`config.mk`:
```
export PLATFORM = sky130hd
export DESIGN_NAME = error_calc_avg
export DESIGN_NICKNAME = d
export VERILOG_FILES = /design/src/rtl/error_calc_avg.sv
export SDC_FILE = /design/constraint.sdc
export NUM_CORES = 1
export LEC_CHECK = 0
export CAP_MARGIN = 40
export CORE_MARGIN = 4
export CORE_UTILIZATION = 45
export CTS_CLUSTER_SIZE = 24
export DETAILED_ROUTE_END_ITERATION = 8
export PLACE_DENSITY_LB_ADDON = 0.3
export SETUP_SLACK_MARGIN = 0.5
export SYNTH_ARGS = -nofsm -noshare
export SYNTH_HDL_FRONTEND = slang
export SYNTH_SLANG_ARGS = --single-unit
```
`constraint.sdc`:
```
create_clock -name clk -period 3 [get_ports clk]
set_input_delay 0.45 -clock clk [delete_from_list [all_inputs] [get_ports clk]]
set_output_delay 0.45 -clock clk [all_outputs]
set_load 0.1 [all_outputs]
```
`src/rtl/error_calc_avg.sv`:
```
// rtl/error_calc_avg.sv - multi-channel windowed error average with saturation
//
// Purpose: per channel, error = sat(floor(sum(meas - setpoint) / 2^AVG_LOG2)),
//          produced once per 2^AVG_LOG2 accepted samples with a one-cycle strobe.
// Ports:
//   clk        rising-edge clock
//   reset_b    asynchronous active-low reset
//   in_valid   accept this cycle's adc_meas/setpoint as a sample
//   clear      synchronous window restart (wins over in_valid)
//   adc_meas   NCH unsigned measurements, channel k at [k*DATA_W +: DATA_W]
//   setpoint   NCH unsigned setpoints, packed the same way
//   deadband   (ERROR_CALC_DEADBAND_EN only) shared |avg| threshold forcing error to 0
//   error      NCH signed averaged errors, registered, held between windows
//   err_valid  one-cycle strobe marking a new error word
//   sat        per-channel clamp flag for the current error word
// Optional feature macro: ERROR_CALC_DEADBAND_EN
module error_calc_avg #(
    parameter int DATA_W   = 16,
    parameter int NCH      = 2,
    parameter int AVG_LOG2 = 2
) (
    input  logic                  clk,
    input  logic                  reset_b,
    input  logic                  in_valid,
    input  logic                  clear,
    input  logic [NCH*DATA_W-1:0] adc_meas,
    input  logic [NCH*DATA_W-1:0] setpoint,
`ifdef ERROR_CALC_DEADBAND_EN
    input  logic [DATA_W-2:0]     deadband,
`endif
    output logic [NCH*DATA_W-1:0] error,
    output logic                  err_valid,
    output logic [NCH-1:0]        sat
);

    localparam int ACC_W = DATA_W + 1 + AVG_LOG2;
    // A zero-width counter is illegal, so AVG_LOG2=0 keeps a 1-bit counter pinned at 0.
    localparam int CNT_W = (AVG_LOG2 > 0) ? AVG_LOG2 : 1;
    localparam logic [CNT_W-1:0] LAST_CNT = CNT_W'((1 << AVG_LOG2) - 1);
    localparam logic signed [ACC_W-1:0] MAX_V = {{(AVG_LOG2+2){1'b0}}, {(DATA_W-1){1'b1}}};
    localparam logic signed [ACC_W-1:0] MIN_V = {{(AVG_LOG2+2){1'b1}}, {(DATA_W-1){1'b0}}};

    logic signed [ACC_W-1:0]  acc_q [NCH];
    logic signed [ACC_W-1:0]  acc_d [NCH];
    logic [CNT_W-1:0]         cnt_q, cnt_d;
    logic [NCH*DATA_W-1:0]    error_q, error_d;
    logic [NCH-1:0]           sat_q, sat_d;
    logic                     valid_q, valid_d;

    logic                     accept;
    logic                     close;
    logic [DATA_W:0]          diff_u  [NCH];
    logic signed [ACC_W-1:0]  sum     [NCH];
    logic signed [ACC_W-1:0]  avg     [NCH];
    logic signed [DATA_W-1:0] avg_sat [NCH];
    logic [NCH-1:0]           clamp;
    logic [NCH-1:0]           zero_out;
`ifdef ERROR_CALC_DEADBAND_EN
    logic signed [DATA_W:0]   avg_ext [NCH];
    logic [DATA_W:0]          mag     [NCH];
`endif

    always_comb begin
        accept  = in_valid && !clear;
        close   = accept && (cnt_q == LAST_CNT);
        cnt_d   = cnt_q;
        error_d = error_q;
        sat_d   = sat_q;
        valid_d = close;
        clamp   = '0;
        zero_out = '0;

        if (clear) begin
            cnt_d = '0;
        end else if (accept) begin
            cnt_d = (AVG_LOG2 == 0) ? '0 : cnt_q + CNT_W'(1);
        end

        for (int k = 0; k < NCH; k++) begin
            // Zero-extended subtraction in DATA_W+1 bits cannot overflow.
            diff_u[k] = {1'b0, adc_meas[k*DATA_W +: DATA_W]} - {1'b0, setpoint[k*DATA_W +: DATA_W]};
            sum[k]    = acc_q[k] + ACC_W'(signed'(diff_u[k]));
            avg[k]    = sum[k] >>> AVG_LOG2;

            if (avg[k] > MAX_V) begin
                avg_sat[k] = MAX_V[DATA_W-1:0];
                clamp[k]   = 1'b1;
            end else if (avg[k] < MIN_V) begin
                avg_sat[k] = MIN_V[DATA_W-1:0];
                clamp[k]   = 1'b1;
            end else begin
                avg_sat[k] = avg[k][DATA_W-1:0];
            end

`ifdef ERROR_CALC_DEADBAND_EN
            // Magnitude needs DATA_W+1 bits so that |-2^(DATA_W-1)| is representable.
            avg_ext[k]  = (DATA_W+1)'(avg_sat[k]);
            mag[k]      = avg_ext[k][DATA_W] ? unsigned'(-avg_ext[k]) : unsigned'(avg_ext[k]);
            zero_out[k] = (mag[k] <= {2'b00, deadband});
`endif

            if (clear || close) begin
                acc_d[k] = '0;
            end else if (accept) begin
                acc_d[k] = sum[k];
            end else begin
                acc_d[k] = acc_q[k];
            end

            if (close) begin
                sat_d[k] = clamp[k];
                error_d[k*DATA_W +: DATA_W] = zero_out[k] ? '0 : avg_sat[k];
            end
        end
    end

    always_ff @(posedge clk or negedge reset_b) begin
        if (!reset_b) begin
            for (int k = 0; k < NCH; k++) begin
                acc_q[k] <= '0;
            end
            cnt_q   <= '0;
            error_q <= '0;
            sat_q   <= '0;
            valid_q <= 1'b0;
        end else begin
            for (int k = 0; k < NCH; k++) begin
                acc_q[k] <= acc_d[k];
            end
            cnt_q   <= cnt_d;
            error_q <= error_d;
            sat_q   <= sat_d;
            valid_q <= valid_d;
        end
    end

    assign error     = error_q;
    assign sat       = sat_q;
    assign err_valid = valid_q;

endmodule

```
==> impl_metrics.tcl <==
set metrics [dict create \
    worst_slew_pin_slew_ps 566.1 \
    required_ps 3220 \
    die_height_um 125.6 \
    ys_warn_count 0 \
    grt_pass1_wl_mm 34.96 \
    place_area_um2 8929 \
    cts_sinks 75 \
    ys_dominant_reg_cell "dfrtp_1" \
    rows 42 \
    postLayoutCoreUtil_pct 81.72 \
    syn_to_final_growth_pct 75.92 \
    layout_common_cells "buf_4 (235), dfrtp_1 (75), buf_6 (45)" \
    drtIter0Drc 591 \
    grt.total_usage_pct 26.53 \
    cts_tree "built" \
    hold_viol 0 \
    grt_pass1_vias 7384 \
    io_buffer_count 102 \
    place_ws_ps -2221 \
    syn_area_um2 6225 \
    syn-instance-count 679 \
    core_area_um2 13400 \
    fmax_mhz 223.7 \
    clock_latency_ps 340 \
    gp_congestion 0.8763 \
    postSynthNetCount 825 \
    synth.avg_cell_area_um2 9.167 \
    finalCriticalPeriod_ps 4471 \
    grt_max_degree 46 \
    drv_slew 0 \
    hpwl_mm 14.02 \
    routedWlPerCell_um 20.31 \
    setup-violations-final 58 \
    vdd_drop_max_mv 0.6294 \
    ios 103 \
    violations "setup timing" \
    cts_max_level 3 \
    power.density_nw_per_um2 980.0 \
    setup.worst_path.start_class "input port" \
    final.period_utilization_pct 149.0 \
    cts-hold-fix-buffers 0 \
    viasPerCell 5.987 \
    cts.path.max_buffers 2 \
    start_util_pct 46.45 \
    synth-edff-count 0 \
    antenna_found_initial 0 \
    vias 7184 \
    yosys.area.top_type "dfrtp_1" \
    drt_wl_total_mm 24.38 \
    synthTopCellsByArea "dfrtp_1 (30%), ha_1 (15%), xnor2_1 (6.1%)" \
    ys_seq_area_share_pct 30.15 \
    num_antenna_cells 0 \
    worstHoldPathType "in2async" \
    end_kind "flop" \
    root_buffer "clkbuf_16" \
    cap_violations 0 \
    fin_ws_ps -1471 \
    die_w_um 125.6 \
    rsz0062_at_grt "yes" \
    finClkSkew_ps 5.105 \
    synth_top_area_share_pct 30.15 \
    worstPathMaxFanout 5 \
    status "finished with violations" \
    final_area_um2 10950 \
    worst_ep_arrival_time_ps 4690 \
    synth_cell_type_count 69 \
    drc 0 \
    layout_commonest_cell "buf_4" \
    total_leakage_power_uw 0.005284 \
    drtAntennaViolNets 0 \
    crit_type "in2reg" \
    ys_ff_latch 75 \
    dr.pass1.iters 5 \
    slew_headroom_pct 62.19 \
    layout-drive-gt1-share_pct 52.34 \
    cts_made_buffers 9 \
    gr-total-overflow 0 \
    dieArea_um2 15780 \
    async_flop_share_pct 100.0 \
    clk_pin_slew_worst_paths_ps 60 \
    fin_nets 1166 \
]
## final timing paths
path	cells past startpoint	to	slack (ps)	start
max	23	error[3]	-1470	adc_meas[1]
max reg2reg	12	error[17]	-240	acc_q[0]
min in group clk	2	error[15]	490	error[15]
min	1	acc_q[16]	50	reset_b
max in group asynchronous	2	cnt_q[0]	2380	reset_b
min reg2reg	2	error[15]	490	error[15]
## worst max-delay path, cell delays in order
cell	delay [ps]
buf_6	100
ha_4	220
nor2b_4	120
o21a_1	210
o21ai_2	190
a31oi_2	130
a41o_1	230
or4_4	500
a31o_4	250
a221oi_2	230
xnor2_1	150
ha_1	270
and3_4	160
and2_4	140
a21oi_2	120
nand2_1	70
a21oi_2	200
o31ai_4	110
xor2_1	190
buf_4	170
buf_6	130
a21oi_2	40
a221o_1	270
## logic make-up (layout without fill, tap and decap cells)
family          count (synthesis)  count (layout)  share of synthesized area (%)
flops                          75              75                          30.15
simple gates                  159             160                          12.18
fa+ha+maj                      80              80                          16.48
compound gates                234             234                          27.78
mux                             1               1                         0.1608
xor+xnor                       57              57                          8.563
buf+inv                        73             417                          4.683
## power breakdown
part / leakage, uW / internal [uW] / switching [uW]
clock: 0.000126 / 578 / 421
sequential: 0.000999 / 1360 / 328
combinational: 0.00416 / 3580 / 4470
total: 0.00528 / 5520 / 5210
## routing by layer
metal	up-vias	part of all wire, %	global-route usage, %
met5	-	0	0
met2	355	53	49.02
met4	0	4.0	11.22
li1	3170	-	-
met3	94	5.0	4.911
met1	3565	38	29.80
## area by class of cell
cell class	instances	area, um^2
clock buffers	13	250.2
flip-flops and latches	75	1877
fillers	703	2450
repair buffers	348	2977
multi-input cells	532	5366
well taps	176	220.2
inverters	54	247.7
clock inverters	2	12.51
## Yosys cell counts (2+ instances only)
| master | instances |
|---|---|
| a211o_1 | 3 |
| nand3_1 | 15 |
| a21o_1 | 18 |
| xnor2_1 | 43 |
| ha_1 | 74 |
| o21a_1 | 9 |
| a211oi_1 | 4 |
| o21bai_1 | 4 |
| xnor2_2 | 2 |
| nand2b_1 | 5 |
| a221o_2 | 2 |
| buf_6 | 2 |
| or3_1 | 4 |
| nor2b_1 | 8 |
| and2_1 | 5 |
| fa_1 | 4 |
| a22o_1 | 30 |
| nand3b_1 | 4 |
| a31oi_4 | 2 |
| o211ai_1 | 9 |
| a31oi_1 | 4 |
| dfrtp_1 | 75 |
| a41o_1 | 2 |
| o31ai_1 | 4 |
| a21oi_2 | 4 |
| a21oi_1 | 56 |
| o21ai_1 | 3 |
| clkbuf_1 | 15 |
| nand2_1 | 54 |
| nor2_1 | 40 |
| inv_1 | 53 |
| a221o_1 | 15 |
| nand4_1 | 2 |
| nor3_1 | 9 |
| and3_1 | 3 |
| maj3_1 | 2 |
| a21boi_0 | 4 |
| xor2_1 | 11 |
| a211oi_2 | 3 |
| o21ai_0 | 38 |
| nor3b_1 | 4 |
| a22oi_1 | 3 |
| o31a_1 | 2 |
## state kept, by name (all words and copies together), names as in the netlist
name	flops
err_valid	1
cnt_q	2
acc_q	38
sat	2
error	32
## stage by stage
stage | hold WS (ps) | std cells | TNS, ps | total power [uW]
2_1_floorplan | 154.4 | 679 | -41780 | 5429
3_3_place_gp | 473.3 | 1121 | -94680 | 7400
3_5_place_dp | 413.5 | 1122 | -101110 | 7602
4_1_cts | 58.98 | 1182 | -45200 | 9660
5_1_grt | 79.01 | 1200 | -61270 | 11170
6_report | 48.07 | 1200 | -53010 | 10730
## timing repair
action,CTS,global route
cloned,2,0
setup buffers,43,18
pin swaps,128,81
setup endpoints to repair,68,63
gates resized for setup,245,96
Power figures use the tool's default switching activity.
